$ cat src/rtl/rca_lsu_requester_if.sv
// rtl/rca_lsu_requester_if.sv - RCA-to-LSU request/response bus
// Master is the RCA requester; slave is the load/store unit.
interface rca_lsu_requester_if;
  logic        rca_lsu_lock;
  logic        lsu_ready;
  logic        new_request;
  logic [31:0] rs1;
  logic [31:0] rs2;
  logic [2:0]  fn3;
  logic        load;
  logic        store;
  logic        load_complete;
  logic [31:0] load_data;

  modport master (
    output rca_lsu_lock, new_request, rs1, rs2, fn3, load, store,
    input  lsu_ready, load_complete, load_data
  );

  modport slave (
    input  rca_lsu_lock, new_request, rs1, rs2, fn3, load, store,
    output lsu_ready, load_complete, load_data
  );
endinterface

$ cat src/rtl/rca_lsu_requester.sv
// rtl/rca_lsu_requester.sv - RCA-side LSU initiator: request FIFO, lock FSM, in-order load tags
// Optional RCA_LSU_ALIGN_CHECK_EN drops misaligned requests and pulses o_align_err.
module rca_lsu_requester #(
  parameter int DEPTH          = 4,
  parameter int MAX_LOADS      = 4,
  parameter int TAG_W          = 4,
  parameter int RELEASE_CYCLES = 2
) (
  input  logic             clk,
  input  logic             rst,
  input  logic             i_req_valid,
  output logic             o_req_ready,
  input  logic [31:0]      i_req_addr,
  input  logic [31:0]      i_req_data,
  input  logic [2:0]       i_req_fn3,
  input  logic             i_req_load,
  input  logic             i_req_store,
  input  logic [TAG_W-1:0] i_req_tag,
  input  logic             i_rca_hold,
  output logic             o_rsp_valid,
  output logic [31:0]      o_rsp_data,
  output logic [TAG_W-1:0] o_rsp_tag,
  output logic             o_busy,
`ifdef RCA_LSU_ALIGN_CHECK_EN
  output logic             o_align_err,
  output logic [TAG_W-1:0] o_align_err_tag,
`endif
  rca_lsu_requester_if.master lsu
);
  localparam int PTR_W  = (DEPTH > 1) ? $clog2(DEPTH) : 1;
  localparam int CNT_W  = $clog2(DEPTH + 1);
  localparam int OUT_W  = $clog2(MAX_LOADS + 1);
  localparam int TPTR_W = (MAX_LOADS > 1) ? $clog2(MAX_LOADS) : 1;
  localparam int REL_W  = $clog2(RELEASE_CYCLES + 1);

  localparam logic [1:0] S_IDLE    = 2'd0;
  localparam logic [1:0] S_ACQUIRE = 2'd1;
  localparam logic [1:0] S_ACTIVE  = 2'd2;
  localparam logic [1:0] S_RELEASE = 2'd3;

  typedef struct packed {
    logic [31:0]      addr;
    logic [31:0]      data;
    logic [2:0]       fn3;
    logic             load;
    logic             store;
    logic [TAG_W-1:0] tag;
  } req_t;

  req_t             r_mem [DEPTH];
  logic [PTR_W-1:0] r_wr_ptr, r_rd_ptr;
  logic [CNT_W-1:0] r_count;
  logic [TAG_W-1:0] r_tag_mem [MAX_LOADS];
  logic [TPTR_W-1:0] r_tag_wr, r_tag_rd;
  logic [OUT_W-1:0] r_outstanding;
  logic [1:0]       r_state;
  logic [REL_W-1:0] r_rel_cnt;

  req_t             w_in, w_head;
  logic             w_nonempty, w_locked, w_complete, w_misaligned;
  logic             w_push, w_pop, w_issue_load;
  logic [CNT_W-1:0] w_count_next;
  logic [OUT_W-1:0] w_out_next;

  assign w_in = '{addr: i_req_addr, data: i_req_data, fn3: i_req_fn3,
                  load: i_req_load, store: i_req_store, tag: i_req_tag};

`ifdef RCA_LSU_ALIGN_CHECK_EN
  assign w_misaligned = ((i_req_fn3[1:0] == 2'b01) && i_req_addr[0]) ||
                        ((i_req_fn3[1:0] == 2'b10) && (i_req_addr[1:0] != 2'b00));
  assign o_align_err     = i_req_valid && o_req_ready && w_misaligned;
  assign o_align_err_tag = i_req_tag;
`else
  assign w_misaligned = 1'b0;
`endif

  assign w_nonempty  = (r_count != '0);
  assign w_head      = w_nonempty ? r_mem[r_rd_ptr] : '0;
  assign o_req_ready = (r_count != CNT_W'(DEPTH));
  assign w_locked    = (r_state == S_ACQUIRE) || (r_state == S_ACTIVE);
  assign w_complete  = lsu.load_complete && (r_outstanding != '0);

  // A completion in this cycle frees a load slot, so a stalled load may issue alongside it.
  assign w_pop = w_locked && lsu.lsu_ready && w_nonempty &&
                 (w_head.store || (r_outstanding < OUT_W'(MAX_LOADS)) || w_complete);
  assign w_push       = i_req_valid && o_req_ready && !w_misaligned;
  assign w_issue_load = w_pop && w_head.load;
  assign w_count_next = r_count + CNT_W'(w_push) - CNT_W'(w_pop);
  assign w_out_next   = r_outstanding + OUT_W'(w_issue_load) - OUT_W'(w_complete);

  assign lsu.rca_lsu_lock = w_locked;
  assign lsu.new_request  = w_pop;
  assign lsu.rs1          = w_head.addr;
  assign lsu.rs2          = w_head.data;
  assign lsu.fn3          = w_head.fn3;
  assign lsu.load         = w_head.load;
  assign lsu.store        = w_head.store;

  assign o_rsp_valid = w_complete;
  assign o_rsp_data  = lsu.load_data;
  assign o_rsp_tag   = r_tag_mem[r_tag_rd];
  assign o_busy      = (r_state != S_IDLE) || w_nonempty;

  always_ff @(posedge clk) begin
    if (w_push) r_mem[r_wr_ptr] <= w_in;
    if (w_issue_load) r_tag_mem[r_tag_wr] <= w_head.tag;
  end

  always_ff @(posedge clk) begin
    if (rst) begin
      r_wr_ptr      <= '0;
      r_rd_ptr      <= '0;
      r_count       <= '0;
      r_tag_wr      <= '0;
      r_tag_rd      <= '0;
      r_outstanding <= '0;
    end else begin
      if (w_push) r_wr_ptr <= (r_wr_ptr == PTR_W'(DEPTH - 1)) ? '0 : r_wr_ptr + 1'b1;
      if (w_pop) r_rd_ptr <= (r_rd_ptr == PTR_W'(DEPTH - 1)) ? '0 : r_rd_ptr + 1'b1;
      if (w_issue_load) r_tag_wr <= (r_tag_wr == TPTR_W'(MAX_LOADS - 1)) ? '0 : r_tag_wr + 1'b1;
      if (w_complete) r_tag_rd <= (r_tag_rd == TPTR_W'(MAX_LOADS - 1)) ? '0 : r_tag_rd + 1'b1;
      r_count       <= w_count_next;
      r_outstanding <= w_out_next;
    end
  end

  // Drain is judged on post-cycle occupancy so the lock drops right after the final issue.
  always_ff @(posedge clk) begin
    if (rst) begin
      r_state   <= S_IDLE;
      r_rel_cnt <= '0;
    end else begin
      case (r_state)
        S_IDLE:    if (w_nonempty || i_rca_hold) r_state <= S_ACQUIRE;
        S_ACQUIRE: if (lsu.lsu_ready) r_state <= S_ACTIVE;
        S_ACTIVE: begin
          if ((w_count_next == '0) && (w_out_next == '0) && !i_rca_hold && !w_push) begin
            r_state   <= S_RELEASE;
            r_rel_cnt <= REL_W'(RELEASE_CYCLES - 1);
          end
        end
        default: begin
          if (r_rel_cnt == '0) r_state <= S_IDLE;
          else r_rel_cnt <= r_rel_cnt - 1'b1;
        end
      endcase
    end
  end

  a_no_spurious_complete: assert property (@(posedge clk) disable iff (rst)
    !(lsu.load_complete && (r_outstanding == '0)))
    else $warning("load_complete with no outstanding load was ignored");
endmodule

$ cat src/flat_wrapper.sv
// flat-port wrapper written by rule: the top's interface ports become plain ports
module rca_lsu_requester_flat 
#(
  parameter int DEPTH          = 4,
  parameter int MAX_LOADS      = 4,
  parameter int TAG_W          = 4,
  parameter int RELEASE_CYCLES = 2
)
  (clk, rst, i_req_valid, o_req_ready, i_req_addr, i_req_data, i_req_fn3, i_req_load, i_req_store, i_req_tag, i_rca_hold, o_rsp_valid, o_rsp_data, o_rsp_tag, o_busy, lsu_rca_lsu_lock, lsu_new_request, lsu_rs1, lsu_rs2, lsu_fn3, lsu_load, lsu_store, lsu_lsu_ready, lsu_load_complete, lsu_load_data);
  rca_lsu_requester_if lsu_i ();
  input  logic clk;
  input  logic rst;
  input  logic i_req_valid;
  output logic o_req_ready;
  input  logic [31:0] i_req_addr;
  input  logic [31:0] i_req_data;
  input  logic [2:0] i_req_fn3;
  input  logic i_req_load;
  input  logic i_req_store;
  input  logic [TAG_W-1:0] i_req_tag;
  input  logic i_rca_hold;
  output logic o_rsp_valid;
  output logic [31:0] o_rsp_data;
  output logic [TAG_W-1:0] o_rsp_tag;
  output logic o_busy;
  output wire logic [$bits(lsu_i.rca_lsu_lock)-1:0] lsu_rca_lsu_lock;
  output wire logic [$bits(lsu_i.new_request)-1:0] lsu_new_request;
  output wire logic [$bits(lsu_i.rs1)-1:0] lsu_rs1;
  output wire logic [$bits(lsu_i.rs2)-1:0] lsu_rs2;
  output wire logic [$bits(lsu_i.fn3)-1:0] lsu_fn3;
  output wire logic [$bits(lsu_i.load)-1:0] lsu_load;
  output wire logic [$bits(lsu_i.store)-1:0] lsu_store;
  input wire logic [$bits(lsu_i.lsu_ready)-1:0] lsu_lsu_ready;
  input wire logic [$bits(lsu_i.load_complete)-1:0] lsu_load_complete;
  input wire logic [$bits(lsu_i.load_data)-1:0] lsu_load_data;
  assign lsu_rca_lsu_lock = lsu_i.rca_lsu_lock;
  assign lsu_new_request = lsu_i.new_request;
  assign lsu_rs1 = lsu_i.rs1;
  assign lsu_rs2 = lsu_i.rs2;
  assign lsu_fn3 = lsu_i.fn3;
  assign lsu_load = lsu_i.load;
  assign lsu_store = lsu_i.store;
  assign lsu_i.lsu_ready = lsu_lsu_ready;
  assign lsu_i.load_complete = lsu_load_complete;
  assign lsu_i.load_data = lsu_load_data;
  rca_lsu_requester #(.DEPTH(DEPTH), .MAX_LOADS(MAX_LOADS), .TAG_W(TAG_W), .RELEASE_CYCLES(RELEASE_CYCLES)) u_core (.clk(clk), .rst(rst), .i_req_valid(i_req_valid), .o_req_ready(o_req_ready), .i_req_addr(i_req_addr), .i_req_data(i_req_data), .i_req_fn3(i_req_fn3), .i_req_load(i_req_load), .i_req_store(i_req_store), .i_req_tag(i_req_tag), .i_rca_hold(i_rca_hold), .o_rsp_valid(o_rsp_valid), .o_rsp_data(o_rsp_data), .o_rsp_tag(o_rsp_tag), .o_busy(o_busy), .lsu(lsu_i));
endmodule
$ cat config.mk
export PLATFORM = sky130hd
export DESIGN_NAME = rca_lsu_requester_flat
export DESIGN_NICKNAME = d
export VERILOG_FILES = /design/src/rtl/rca_lsu_requester_if.sv /design/src/rtl/rca_lsu_requester.sv /design/src/flat_wrapper.sv
export SDC_FILE = /design/constraint.sdc
export NUM_CORES = 1
export LEC_CHECK = 0
export CAP_MARGIN = 20
export CORE_ASPECT_RATIO = 1.75
export CORE_MARGIN = 2
export CORE_UTILIZATION = 60
export CTS_CLUSTER_DIAMETER = 40
export CTS_CLUSTER_SIZE = 28
export DETAILED_ROUTE_END_ITERATION = 8
export DONT_BUFFER_PORTS = 1
export PLACE_DENSITY_LB_ADDON = 0.3
export SLEW_MARGIN = 30
export SYNTH_ARGS = -nofsm -noshare
export SYNTH_HDL_FRONTEND = slang
export SYNTH_SLANG_ARGS = --single-unit
$ cat constraint.sdc
create_clock -name clk -period 7.2 [get_ports clk]
set_clock_uncertainty 0.2 [all_clocks]
set_input_delay 0.36 -clock clk [delete_from_list [all_inputs] [get_ports clk]]
set_output_delay 0.36 -clock clk [all_outputs]
set_load 0.005 [all_outputs]
# ---- Yosys cells after proc, flatten, opt, wreduce, memory -nomap -nowiden
# Memories as Yosys holds them, arrays and structs flattened. A register that Yosys moved wholly into a read port is not among the register bits.
# Cells that the tools add are included.
dict set report op_classes {
  magnitude_cmp 1
  n_bitwise 1
  addsub 9
  eq_ne 11
  mux 21
  reduce_logical 27
}
# cell count
set ops {}
lappend ops {{two-way mux 73 bit} 1}
lappend ops {{two-way mux 2 bit} 14}
lappend ops {{== test 2 bit, second input constant} 5}
lappend ops {{logical AND 1 bit} 9}
lappend ops {{adder 2 x 1 -> 2 bit, second input constant} 4}
lappend ops {{adder 3 x 1 -> 3 bit} 2}
lappend ops {{logical NOT 3 bit} 2}
lappend ops {{one-hot mux 2 bit (3 select lines)} 1}
lappend ops {{nonzero test 3 bit} 2}
lappend ops {{subtractor 3 x 1 -> 3 bit} 2}
lappend ops {{logical OR 1 bit} 5}
lappend ops {{logical NOT 2 bit} 2}
lappend ops {{two-way mux 1 bit} 4}
lappend ops {{inequality test 2 x 1 -> 1 bit, second input constant} 2}
lappend ops {{inequality test 2 bit, second input constant} 2}
lappend ops {{one-hot mux 2 bit (2 select lines)} 1}
lappend ops {{AND reduction 4 bit} 1}
lappend ops {{nonzero test 4 bit} 1}
lappend ops {{less-than comparator 3 bit, second input constant} 1}
lappend ops {{inequality test 3 bit, second input constant} 1}
lappend ops {{AND reduction 3 bit} 1}
lappend ops {{== test 2 x 1 -> 1 bit, second input constant} 1}
lappend ops {{logical NOT 1 bit} 2}
lappend ops {{nonzero test 2 bit} 1}
lappend ops {{3 further kinds} 3}
dict set report totals {
  output_inout_bits 110
  mem_bits_rw 308
  elab_cells 80
  in_bits 111
  regBits 18
  mem_count 2
}
# name depth width rd rd_ports_with_merged_regs wr line
set mem_list {}
lappend mem_list {u_core.r_mem 4 73 1 1 1 rca_lsu_requester.sv:50} ;# req_t r_mem [DEPTH];
lappend mem_list {u_core.r_tag_mem 4 4 1 1 1 rca_lsu_requester.sv:53} ;# logic [TAG_W-1:0] r_tag_mem [MAX_LOADS];

# ---- Depth between registers and ports, before layout
# Gate-level depths: netlist of run 1.
dict set report logic_depth {
  word_depth 14
  depth_mapped 14
  depth_no_buf 14
}

# ---- Worst setup path before layout of run 1
# OpenSTA, ideal clock, no wires.
dict set report synth_timing {
  path_kind {flip-flop to flip-flop}
  from {register (tool-made name)}
  to {register u_core.r_state[0]}
  t_arrival_ns 2.963
  synth_period_minus_slack_ns 3.291
  n_path_buf 1
  setup_time_ns 0.128
  setup_slack_ns 3.909
  required_time_ns 6.872
  path_stages_with_launch 14
  cell_sequence {dfxtp_1 buf_6 mux4_2 o211ai_1 inv_1 ha_1 inv_1 ha_1 inv_1 fa_1 xor2_1 xnor2_1 a31oi_1 mux2i_1}
}
# item line
set synth_rtl {}
lappend synth_rtl {{to (signal assigned)} rca_lsu_requester.sv:130} ;# r_state <= S_IDLE;
lappend synth_rtl {{to (signal assigned)} rca_lsu_requester.sv:134} ;# S_IDLE: if (w_nonempty || i_rca_hold) r_state <= S_ACQUIRE;
lappend synth_rtl {{to (signal assigned)} rca_lsu_requester.sv:135} ;# S_ACQUIRE: if (lsu.lsu_ready) r_state <= S_ACTIVE;
lappend synth_rtl {{to (decl)} rca_lsu_requester.sv:56} ;# logic [1:0] r_state;

==> results of run 1 <==
[cells by family after synthesis]
family                   after synthesis
flip-flops                           330
buffers and inverters                146
XOR/XNOR                               3
adder cells (fa/ha/maj)               21
AO/OA/AOI/OAI                         19
AND/OR/NAND/NOR                      119
multiplexers                          82
[worst reg2reg max path, cell delays in order (launching register included)]
cell and delay (ps):
sky130_fd_sc_hd__dfxtp_4 700, sky130_fd_sc_hd__buf_16 300, sky130_fd_sc_hd__mux4_2 370, sky130_fd_sc_hd__o211ai_1 350, sky130_fd_sc_hd__inv_1 150, sky130_fd_sc_hd__ha_1 320
sky130_fd_sc_hd__inv_1 60, sky130_fd_sc_hd__ha_1 140, sky130_fd_sc_hd__inv_1 60, sky130_fd_sc_hd__fa_1 390, sky130_fd_sc_hd__xor2_1 170, sky130_fd_sc_hd__xnor2_1 340
sky130_fd_sc_hd__nand2_1 140, sky130_fd_sc_hd__a311oi_1 270
[where the power goes]
part / internal [uW] / switching, uW
combinational: 434 / 516
sequential: 2310 / 84.3
clock: 809 / 762
[metrics by stage]
stage          power [uW]  hold slack, ps  util (%)  setup slack [ps]  instances
2_1_floorplan        3330             259         -              3910        720
3_3_place_gp         3290             232      59.2              3120        892
3_5_place_dp         3350             231      60.0              3180        900
4_1_cts              4970            35.5      68.0              3120       1028
5_1_grt              5120            55.6      68.0              2880       1029
6_report             4920            59.8      68.0              3140       1029
[routing by layer]
layer / track usage (%) / part of all wire (%) / vias up
li1: - / - / 2650
met3: 4.44 / 6.1 / 48
met5: 0 / 0 / -
met1: 24.0 / 36 / 3114
met4: 7.23 / 2.5 / 0
met2: 37.2 / 55 / 222
[worst max path at each step]
stage | from | to | slack (ps)
floorplan | flop | u_core.r_state[0] | 3910
global placement | flop | u_core.r_state[1] | 3120
detailed placement | flop | u_core.r_state[0] | 3180
CTS | flop | u_core.r_state[0] | 3120
global route | flop | u_core.r_rel_cnt[0] | 2880
finish | flop | u_core.r_rel_cnt[0] | 3140
[what timing repair did]
item | in CTS | in global routing
hold endpoints to repair | 314 | 0
setup buffers | 0 | 0
hold buffers | 76 | 0
gates resized for setup | 0 | 0
[cell usage in the layout, fill, tap and decap left out, types with 2 or more instances in the layout]
cell                            synthesis  layout
sky130_fd_sc_hd__a211oi_1               3       3
sky130_fd_sc_hd__a21oi_1                4       4
sky130_fd_sc_hd__and2_1                78      78
sky130_fd_sc_hd__and3_4                 0       4
sky130_fd_sc_hd__buf_12                 0       6
sky130_fd_sc_hd__buf_16                 0       2
sky130_fd_sc_hd__clkbuf_16              0      28
sky130_fd_sc_hd__clkinv_8               0       5
sky130_fd_sc_hd__clkinvlp_4             0       6
sky130_fd_sc_hd__dfxtp_1               22      20
sky130_fd_sc_hd__dfxtp_4                0       2
sky130_fd_sc_hd__dlygate4sd3_1          0      76
sky130_fd_sc_hd__edfxtp_1             308     308
sky130_fd_sc_hd__fa_1                   2       2
sky130_fd_sc_hd__ha_1                  19      19
sky130_fd_sc_hd__inv_1                 20      20
sky130_fd_sc_hd__inv_12                 0       5
sky130_fd_sc_hd__inv_6                  0       4
sky130_fd_sc_hd__inv_8                  0       2
sky130_fd_sc_hd__mux2i_1                5       5
sky130_fd_sc_hd__mux4_2                77      77
sky130_fd_sc_hd__nand2_1                9       9
sky130_fd_sc_hd__nand2b_1               5       5
sky130_fd_sc_hd__nor2_1                 9       9
sky130_fd_sc_hd__nor2b_1                3       3
sky130_fd_sc_hd__nor3_1                 4       4
sky130_fd_sc_hd__nor4_1                 2       2
sky130_fd_sc_hd__o2111a_1               2       2
sky130_fd_sc_hd__o21ai_0                3       3
sky130_fd_sc_hd__or3_1                  3       2
[cell type report]
| type | count | area, um2 |
|---|---|---|
| Fill cell | 1407 | 7100 |
| Antenna cell | 1 | 2.50 |
| Tap cell | 296 | 370 |
| Multi-Input combinational cell | 244 | 2960 |
| Clock buffer | 28 | 701 |
| Sequential cell | 330 | 9700 |
| Inverter | 20 | 75.1 |
| Timing Repair Buffer | 86 | 955 |
| Clock inverter | 24 | 300 |
[flip-flops by register name (all words and copies together) (netlist names), 3 cells and up, named ones only]
| register | cells |
|---|---|
| u_core.r_outstanding | 3 |
| u_core.r_mem | 292 |
| u_core.r_tag_mem | 16 |
| u_core.r_count | 3 |
==> metrics.sh, run 1 <==
YS_DOMINANT_REG_CELL='sky130_fd_sc_hd__edfxtp_1'
YOSYSSEQAREASHARE_PCT=71.4
ANT_NETS=0
NUM_VIAS=6034
CORE.ROWCOUNT=72
GLOBALROUTEOVERFLOWTOTAL=0
REQUIRED_PS=7470
FINAL.PERIOD_UTILIZATION_PCT=56.4
WL_UM=24000
CRITICAL-PATH-MAX-STAGE-DELAY_PS=700
SYNTH_XOR_XNOR_AREA_SHARE_PCT=0.295
HOLD_VIOLATIONS=0
NET_COUNT_OF_THE_MAPPED_NETLIST=852
SYNTHESIS.INSTANCES=720
CRITICAL_PATH_CELL_COUNT=13
SYNTH_COMPOUND_GATE_AREA_SHARE_PCT=1.04
MIN-DELAY-PATH-CLASS='input pin to flop'
HOLD_DEPTH=1
DESIGN.FINAL.NETS=842
CTS_TREE='built'
LARGEST_NET_DEGREE_AT_THE_START_OF_GLOBAL_ROUTING=76
CRITPATHBUFINV=4
DIE-WIDTH_UM=118
CRITPATHMAXFANOUT=41
OUTCOME='complete, no violations'
TIMING.FMAX_GHz=0.246
WORST-R2R-CELL-COUNT=13
CRITPATHCAPTURETYPE='flop'
BUFFER_PORTS.INSERTED=0
SYNTH.DISTINCT_CELLS=37
IRDROPWORSTVDD_mV=0.287
FINAL_DESIGN_AREA_NO_FILL_UM2=15100
SYN2LAYOUT_AREA_GROWTH_PCT=11.0
WORSTSETUPPATHTYPE='flop to flop'
SYNTH_MUX_AREA_SHARE_PCT=13.1
INITIAL_UTILIZATION_PCT=61.3
POWER_DENSITY_nW_PER_UM2=326
CP-START-KIND='flop'
CTSROOTBUFFERMASTER='sky130_fd_sc_hd__clkbuf_16'
FINALSETUPVIOLATIONS=0
TOP_LEVEL_PORTS=221
TIMING.HOLD.WORST.START='i_req_valid'
CRITICAL_PATH.REG2REG.ENDPOINT='u_core.r_rel_cnt[0]'
MAPPEDNETLISTAREA_UM2=13600
POST_DETAILED_ROUTE_VIA_TO_CELL_RATIO=5.86
CRITICAL_PATH.TOP_DELAY_FAMILY='adder cells'
TIMING_WORST_SLEW_PIN_VALUE_PS=753
SYNTHSIMPLEGATEAREAFRAC_PCT=5.14
GRT_USAGE_PCT=20.5
TIMING.SLEW.HEADROOM_PCT=49.8
FLOORPLAN.CORE_AREA_UM2=22200
SYNTHTOPCELLSBYAREA='sky130_fd_sc_hd__edfxtp_1, sky130_fd_sc_hd__mux4_2, sky130_fd_sc_hd__buf_4, sky130_fd_sc_hd__and2_1, sky130_fd_sc_hd__dfxtp_1'
MIN_PERIOD_PS=4060
SLACK_OF_THE_WORST_REG_TO_REG_PATH_PS=3140
CPMOSTUSEDCELL='sky130_fd_sc_hd__inv_1'
YOSYS.AREA.TOP_TYPE='sky130_fd_sc_hd__edfxtp_1'
TIMING.MAX_CAP.VIOLATIONS=0
NUMBER_OF_STORAGE_ELEMENTS_IN_THE_SYNTHESIS_NETLIST=330
ASYNC_SET_OR_RESET_REGISTER_RATIO_AFTER_SYNTHESIS_PCT=0
CTS.PATH.MAX_BUFFERS=3
NETLIST.AREA_LEADER.SHARE_PCT=68.1
HTREE_NUM_LEVELS=1
CLOCK_LATENCY_PS=560
MAIN_COMBINATIONAL_CELL_FAMILY_BY_AREA_AFTER_SYNTHESIS='multiplexers'
TNS_PS=0
DRT-PASS1-ITER-COUNT=4
DIEAREA_UM2=23900
FIRST_ITER_VIOLATIONS=424
DETAILED_PLACE_HPWL_UM=14700
FIRST_PASS_GRT_WIRE_LENGTH_UM=37200
YOSYS.CELL_COUNT.TOP_TYPE='sky130_fd_sc_hd__edfxtp_1'
CLOCK_SINKS=330
DRIVE_GT1_SHARE_PCT=20.2
SYN_AVG_CELL_AREA_UM2=18.9
SETUP_REPAIR_AFTER_GLOBAL_ROUTING_MISSED_ITS_MARGIN='no'
POST_DRT_WL_PER_CELL_UM=23.4
NUMCTSBUFFERS=28
LEAKAGE_uW=0.00487
SLEW_VIOL_FINAL=0
CRIT_CHAIN='buf_16 -> mux4_2 -> o211ai_1 -> inv_1 -> ha_1 -> inv_1 -> ha_1 -> inv_1 -> fa_1 -> xor2_1 -> xnor2_1 -> nand2_1 -> a311oi_1'
PLACED_CELL_AREA_UM2=13300
GP_ROUTABILITY_CONGESTION=0.785
SYNTH-ADDER-AREA-SHARE_PCT=2.05
DIE_Y_UM=203
SYNTH_EDF_COUNT=308
WORST_EP_ARRIVAL_TIME_PS=4330
TIMING.HOLD.WORST_ENDPOINT='u_core.r_mem[1][47]'
CTS.REPORTEDPATHS.CLKPINSLEW_PS=80
VIAS_IN_THE_FIRST_GLOBAL_ROUTE=6628
SYNTH.CELLS.MOST_FREQUENT='sky130_fd_sc_hd__edfxtp_1, sky130_fd_sc_hd__buf_4, sky130_fd_sc_hd__and2_1'
YS_WARN_COUNT=0
DRT_DRC_VIOLATIONS_LEFT=0
TIMING.CRITICAL_PATH.SLOWEST_STAGE_CELL='sky130_fd_sc_hd__dfxtp_4'
GRT_ANTENNA_BEFORE_REPAIR=1
(Power assumes the default switching activity.)
==> run 2, diff against run 1 <==
CORE_UTILIZATION = 57   (was 60)
clock period = 3.5 ns   (was 7.2 ns; I/O delays follow)
==> run 2 against run 1 <==
  * Design area about the same
  * Clock power increased by 110%
  * Fmax increased by 20%
  * Via count decreased by 0.63%
  * Clock-buffer cell count increased by 6
==> metrics.sh, run 2 (synthesized netlist as in run 1, its figures left out) <==
OUTCOME='complete, no violations'
HOLD_VIOLATIONS=0  # unchanged
GLOBALROUTEOVERFLOWTOTAL=0  # unchanged
POST_DETAILED_ROUTE_VIA_TO_CELL_RATIO=5.74  # -2.1%
P_SW_uW=2780  # +100%
TIMING.MAX_CAP.VIOLATIONS=0  # unchanged
POWER.SHARE.SEQUENTIAL_PCT=48.1  # -0.6 points
DETAILED_PLACE_HPWL_UM=14300  # -2.4%
NUMCTSBUFFERS=30  # +7.1%
TIMING.RR.START='u_core.r_state[0]'
GRT_ANTENNA_BEFORE_REPAIR=1  # unchanged
CLOCK_LATENCY_PS=550  # about the same
CLOCK_SINKS=330  # unchanged
GRT_USAGE_PCT=19.5  # -0.92 points
WORSTSETUPPATHTYPE='flop to flop'
NFILLCELLS=1564  # +11%
PLACED_CELL_AREA_UM2=13300  # -0.30%
INITIAL_UTILIZATION_PCT=58.2  # -3.1 points
P_SW_SHARE_PCT=27.4  # -0.32 points
DESIGN.FINAL.NETS=847  # +0.59%
POWER_DENSITY_nW_PER_UM2=674  # +110%
FIRST_ITER_VIOLATIONS=348  # -18%
BUFFER_PORTS.INSERTED=0  # unchanged
TIMING.FMAX_GHz=0.297  # +20%
POST-ROUTE-UTIL_PCT=64.6  # -3.4 points
SLEW_VIOL_FINAL=0  # unchanged
POWER.INTERNAL_uW=7380  # +110%
FLOORPLAN.CORE_AREA_UM2=23300  # +5.3%
FINALSETUPVIOLATIONS=0  # unchanged
DP_WORST_SLACK_PS=103  # -3080 ps
SYN2LAYOUT_AREA_GROWTH_PCT=11.0  # about the same
ANT_NETS=0  # unchanged
SLACK_OF_THE_WORST_REG_TO_REG_PATH_PS=130  # -3010 ps
REGISTERS.TOP_BY_FF_COUNT='u_core.r_mem'
REQUIRED_PS=3750  # -3720 ps
TIMING.SLEW.HEADROOM_PCT=44.2  # -5.6 points
SHARE_CLK_OF_TOTAL_POWER_PCT=32.0  # about the same
MIN-DELAY-PATH-CLASS='input pin to flop'
CTS.REPORTEDPATHS.CLKPINSLEW_PS=70  # about the same
VIAS_IN_THE_FIRST_GLOBAL_ROUTE=6709  # +1.2%
DRIVE_GT1_SHARE_PCT=21.0  # +0.76 points
LARGEST_NET_DEGREE_AT_THE_START_OF_GLOBAL_ROUTING=72  # -5.3%
MIN_PERIOD_PS=3370  # -691 ps
LEAKAGE_uW=0.00489  # +0.52%
FIRST_PASS_GRT_WIRE_LENGTH_UM=37300  # +0.30%
CP-START-KIND='flop'
FINAL.SETUP.WORST_SLACK_PS=130  # -3010 ps
CTS_TREE='built'
TIMING.HOLD.WORST_ENDPOINT='u_core.r_tag_wr[0]'
FINAL.PERIOD_UTILIZATION_PCT=96.3  # +40 points
LAYOUT_COMMONEST_CELL='sky130_fd_sc_hd__edfxtp_1'
REG.LARGEST.LIST='u_core.r_mem: 292 flops, u_core.r_tag_mem: 16 flops'
CRITPATHMAXFANOUT=4  # -90%
CTS.PATH.MAX_BUFFERS=3  # unchanged
MAX_REG_FLOPS=292  # unchanged
WORST_EP_ARRIVAL_TIME_PS=3620  # -710 ps
WORST-R2R-CELL-COUNT=14  # +1
WL_UM=24100  # +0.42%
DRT_DRC_VIOLATIONS_LEFT=0  # unchanged
CRITICAL_PATH.REG2REG.ENDPOINT='u_core.r_rel_cnt[0]'
FINAL_DESIGN_AREA_NO_FILL_UM2=15100  # about the same
TIMING.HOLD.WORST.START='lsu_lsu_ready'
TNS_PS=0  # unchanged
DIE-WIDTH_UM=121  # +2.5%
CRITPATHCAPTURETYPE='flop'
GP_ROUTABILITY_CONGESTION=0.797  # +1.6%
IRDROPWORSTVDD_mV=0.581  # +100%
POST_DRT_WL_PER_CELL_UM=23.1  # -1.0%
HOLD_DEPTH=4  # +3
CTSROOTBUFFERMASTER='sky130_fd_sc_hd__clkbuf_16'
TOP_LEVEL_PORTS=221  # unchanged
LAYOUT_COMMON_CELLS='sky130_fd_sc_hd__edfxtp_1, sky130_fd_sc_hd__and2_1, sky130_fd_sc_hd__mux4_2, sky130_fd_sc_hd__dlygate4sd3_1, sky130_fd_sc_hd__clkbuf_16'
TIMING_WORST_SLEW_PIN_VALUE_PS=816  # +63.0 ps
CORE.ROWCOUNT=74  # +2.8%
DRT-PASS1-ITER-COUNT=5  # +1
PWR-SHARE-COMB_PCT=19.9  # +0.6 points
DIEAREA_UM2=25100  # +5.1%
NUM_VIAS=5996  # -0.63%
SETUP_REPAIR_AFTER_GLOBAL_ROUTING_MISSED_ITS_MARGIN='yes'
HTREE_NUM_LEVELS=1  # unchanged
DIE_Y_UM=208  # +2.5%
==> run 2: area by class of cell <==
| type | count | area [um2] | share of cell area [%] |
|---|---|---|---|
| Clock buffer | 34 | 787 | 5.22 |
| Tap cell | 304 | 380 | 2.52 |
| Sequential cell | 330 | 9700 | 64.3 |
| Inverter | 20 | 75.1 | 0.498 |
| Multi-Input combinational cell | 244 | 2980 | 19.8 |
| Clock inverter | 22 | 230 | 1.53 |
| Timing Repair Buffer | 89 | 918 | 6.09 |
| Antenna cell | 1 | 2.50 | 0.0166 |
==> run 2: timing repair <==
item / 4_1_cts / 5_1_grt
hold buffers: 77 / 0
pin swaps: 0 / 0
endpoints found under the hold margin: 442 / 0
setup buffers: 0 / 0
gates resized for setup: 1 / 4
endpoints found under the setup margin: 45 / 4
==> run 2: per-stage QoR <==
stage	power [uW]	hold WS (ps)	instances
2_1_floorplan	6850	73.9	720
3_3_place_gp	6820	51.2	910
3_5_place_dp	6910	54.4	910
4_1_cts	10300	46.4	1043
5_1_grt	10600	38.5	1044
6_report	10200	22.8	1044
==> run 2: metal layers <==
| metal | vias to the layer above | wire length (um) | global-route usage (%) |
|---|---|---|---|
| li1 | 2670 | - | - |
| met1 | 3100 | 8700 | 22.3 |
| met2 | 179 | 13500 | 35.7 |
| met3 | 47 | 1430 | 4.61 |
| met4 | 0 | 539 | 6.42 |
| met5 | - | 0 | 0 |
==> run 2: how the worst max path moves through the flow <==
stage	startpoint	to	slack (ps)	cells after the start
final	u_core.r_state[0]	u_core.r_rel_cnt[0]	130	14
after global routing	u_core.r_state[0]	u_core.r_rel_cnt[0]	-30	14
after floorplan	flop	u_core.r_state[0]	210	13
after global placement	flop	u_core.r_state[0]	280	12
after detailed placement	u_core.r_state[0]	u_core.r_rel_cnt[0]	100	11
after CTS	u_core.r_state[0]	u_core.r_rel_cnt[0]	80	11
==> run 2: power by group through the flow <==
stage | clock network [uW] | registers [uW] | logic (uW)
floorplan | 0 | 4950 | 1910
global placement | 0 | 4940 | 1880
detailed placement | 0 | 4980 | 1930
CTS | 3320 | 4890 | 2060
global route | 3460 | 4920 | 2210
finish | 3250 | 4890 | 2020
==> run 2: critical path, cell delays in order (launching register included) <==
cell and delay, ps:
sky130_fd_sc_hd__dfxtp_1 400, sky130_fd_sc_hd__inv_1 90, sky130_fd_sc_hd__ha_1 370, sky130_fd_sc_hd__and2_1 210, sky130_fd_sc_hd__o211ai_1 130, sky130_fd_sc_hd__inv_1 110, sky130_fd_sc_hd__ha_1 300, sky130_fd_sc_hd__inv_1 60
sky130_fd_sc_hd__ha_1 130, sky130_fd_sc_hd__inv_1 50, sky130_fd_sc_hd__fa_1 400, sky130_fd_sc_hd__xor2_1 270, sky130_fd_sc_hd__xnor2_2 190, sky130_fd_sc_hd__nand2_1 100, sky130_fd_sc_hd__a311oi_1 270
==> run 3, diff against run 2 <==
MAX_ROUTING_LAYER = met4   (was not set)
==> run 3 against run 2 <==
  * Wire length barely moved
  * Sequential share of layout area is the same
  * Combinational power barely moved
  * Sequential cell count did not move
  * Power about the same
  * Core utilization unchanged
  * Critical endpoint unchanged
  * Largest power group unchanged
==> metrics.sh, run 3 (synthesized netlist as in run 1, its figures left out) <==
DETAILED_PLACE_HPWL_UM=14300  # unchanged
CRIT_CHAIN='inv_1 -> ha_1 -> and2_1 -> o211ai_1 -> inv_1 -> ha_1 -> inv_1 -> ha_1 -> inv_1 -> fa_1 -> xor2_1 -> xnor2_2 -> nand2_1 -> a311oi_1'
HOLD_VIOLATIONS=0  # unchanged
CLOCK_LATENCY_PS=550  # about the same
HTREE_NUM_LEVELS=1  # unchanged
TIMING.SLEW.HEADROOM_PCT=44.4  # +0.24 points
WORST_EP_ARRIVAL_TIME_PS=3630  # about the same
CTSROOTBUFFERMASTER='sky130_fd_sc_hd__clkbuf_16'
LARGEST_NET_DEGREE_AT_THE_START_OF_GLOBAL_ROUTING=72  # unchanged
TOTAL_POWER_uW=10200  # about the same
GLOBALROUTEOVERFLOWTOTAL=0  # unchanged
MIN-DELAY-PATH-CLASS='input pin to flop'
CTS.REPORTEDPATHS.CLKPINSLEW_PS=70  # about the same
FIRST_PASS_GRT_WIRE_LENGTH_UM=37200  # -0.22%
GRT_USAGE_PCT=20.1  # +0.59 points
TIMING.HOLD.WORST.START='lsu_lsu_ready'
GRT_ANTENNA_BEFORE_REPAIR=1  # unchanged
CPMOSTUSEDCELL='sky130_fd_sc_hd__inv_1'
FLOORPLAN.CORE_AREA_UM2=23300  # unchanged
POST_DETAILED_ROUTE_VIA_TO_CELL_RATIO=5.74  # about the same
WL_UM=24100  # about the same
TIMING_WORST_SLEW_PIN_VALUE_PS=813  # -3.57 ps
DESIGN.FINAL.NETS=847  # unchanged
CRITICAL_PATH_CELL_COUNT=14  # unchanged
CRITICAL_PATH.TOP_DELAY_FAMILY='adder cells'
POWER_DENSITY_nW_PER_UM2=674  # about the same
ANT_NETS=0  # unchanged
HOLD_DEPTH=4  # unchanged
WL_MET3_UM=1420  # -0.91%
MAX_REG_FLOPS=292  # unchanged
LAYOUT_COMMON_CELLS='sky130_fd_sc_hd__edfxtp_1, sky130_fd_sc_hd__and2_1, sky130_fd_sc_hd__mux4_2, sky130_fd_sc_hd__dlygate4sd3_1, sky130_fd_sc_hd__clkbuf_16'
LAYOUT_COMMONEST_CELL='sky130_fd_sc_hd__edfxtp_1'
FINALSETUPVIOLATIONS=0  # unchanged
REGISTERS.TOP_BY_FF_COUNT='u_core.r_mem'
CRITPATHCAPTURETYPE='flop'
CRITICAL-PATH-MAX-STAGE-DELAY_PS=410  # about the same
MIN_PERIOD_PS=3370  # +4.43 ps
TIMING.FMAX_GHz=0.296  # -0.13%
CRITPATHMAXFANOUT=4  # unchanged
POST_DRT_WL_PER_CELL_UM=23.1  # about the same
SYN2LAYOUT_AREA_GROWTH_PCT=11.0  # unchanged
TIMING.HOLD.WORST_ENDPOINT='u_core.r_tag_wr[0]'
DIEAREA_UM2=25100  # unchanged
BUFFER_PORTS.INSERTED=0  # unchanged
SLACK_OF_THE_WORST_REG_TO_REG_PATH_PS=130  # about the same
CTS_TREE='built'
VIAS_IN_THE_FIRST_GLOBAL_ROUTE=6715  # +0.089%
DIE-WIDTH_UM=121  # unchanged
GP_ROUTABILITY_CONGESTION=0.808  # +1.4%
CP-START-KIND='flop'
DRIVE_GT1_SHARE_PCT=21.0  # unchanged
REG.LARGEST.LIST='u_core.r_mem: 292 flops, u_core.r_tag_mem: 16 flops'
NUM_VIAS=5997  # +0.017%
CTS.PATH.MAX_BUFFERS=3  # unchanged
CRITPATHBUFINV=4  # unchanged
INITIAL_UTILIZATION_PCT=58.2  # unchanged
CORE.ROWCOUNT=74  # unchanged
OUTCOME='complete, no violations'
DRT_DRC_VIOLATIONS_LEFT=0  # unchanged
NUMCTSBUFFERS=30  # unchanged
WORST-R2R-CELL-COUNT=14  # unchanged
TNS_PS=0  # unchanged
DIE_Y_UM=208  # unchanged
REQUIRED_PS=3750  # about the same
SLEW_VIOL_FINAL=0  # unchanged
WL_MET1_UM=8790  # +1.0%
TIMING.RR.START='u_core.r_state[0]'
FIRST_ITER_VIOLATIONS=344  # -1.1%
TIMING.MAX_CAP.VIOLATIONS=0  # unchanged
CLOCK_SINKS=330  # unchanged
IRDROPWORSTVDD_mV=0.582  # +0.28%
TIMING.CRITICAL_PATH.SLOWEST_STAGE_CELL='sky130_fd_sc_hd__dfxtp_1'
DRT-PASS1-ITER-COUNT=6  # +1
SETUP_REPAIR_AFTER_GLOBAL_ROUTING_MISSED_ITS_MARGIN='yes'
ROUTED.TOP_LAYER='met4'
FINAL.PERIOD_UTILIZATION_PCT=96.4  # +0.13 points
LEAKAGE_uW=0.00489  # unchanged
TOP_LEVEL_PORTS=221  # unchanged
WORSTSETUPPATHTYPE='flop to flop'
WL_MET2_UM=13400  # -0.35%
CRITICAL_PATH.REG2REG.ENDPOINT='u_core.r_rel_cnt[0]'
-- run 3: cell counts in the layout (fill, tap and decap cells not counted) --
Identical to the previous run, type by type.
-- run 3: cell type report --
type                            instances  area [um2]
Antenna cell                            1        2.50
Clock inverter                         22         230
Sequential cell                       330        9700
Tap cell                              304         380
Inverter                               20        75.1
Clock buffer                           34         787
Fill cell                            1564        8260
Timing Repair Buffer                   89         918
Multi-Input combinational cell        244        2980
-- run 3: routing by layer --
layer / track usage, % / vias up
li1: - / 2666
met4: 6.42 / 0
met5: - / -
met3: 4.30 / 45
met2: 35.6 / 187
met1: 22.6 / 3099
-- run 3: worst max-delay path by stage --
| stage | startpoint | to | slack (ps) |
|---|---|---|---|
| after floorplan | flop | u_core.r_state[0] | 210 |
| after global placement | flop | u_core.r_state[0] | 280 |
| after detailed placement | u_core.r_state[0] | u_core.r_rel_cnt[0] | 100 |
| after CTS | u_core.r_state[0] | u_core.r_rel_cnt[0] | 80 |
| after global routing | u_core.r_state[0] | u_core.r_rel_cnt[0] | -30 |
| final | u_core.r_state[0] | u_core.r_rel_cnt[0] | 130 |
-- run 3: timing repair --
action                                  4_1_cts  5_1_grt
endpoints found under the setup margin       45        4
buffers inserted                              0        0
resized for setup                             1        4
hold endpoints to repair                    442        0
pin swaps                                     0        0
hold buffers                                 77        0
cloned                                        0        0
-- run 3: stage by stage --
| step | setup slack, ps | utilization, % | hold slack (ps) | instance area, um2 | instances |
|---|---|---|---|---|---|
| CTS | 80.5 | 64.5 | 46.4 | 15100 | 1043 |
| global placement | 284 | 56.8 | 51.2 | 13300 | 910 |
| global route | -34.4 | 64.6 | 38.5 | 15100 | 1044 |
| finish | 126 | 64.6 | 28.2 | 15100 | 1044 |
| detailed placement | 103 | 56.8 | 54.4 | 13300 | 910 |
| floorplan | 209 | - | 73.9 | 13600 | 720 |
-- run 3: power by group --
part	leakage [uW]	total, uW	internal [uW]	switching [uW]
registers	0.00300	4890	4760	133
clock network	0.000494	3250	1710	1530
logic	0.00139	2020	905	1110
total	0.00489	10200	7370	2780
-- run 3: tightest hold or removal path, cell delays in order --
cell and delay (ps):
sky130_fd_sc_hd__and2_1 180, sky130_fd_sc_hd__o2111a_2 220, sky130_fd_sc_hd__nand2_1 90, sky130_fd_sc_hd__o31ai_2 60
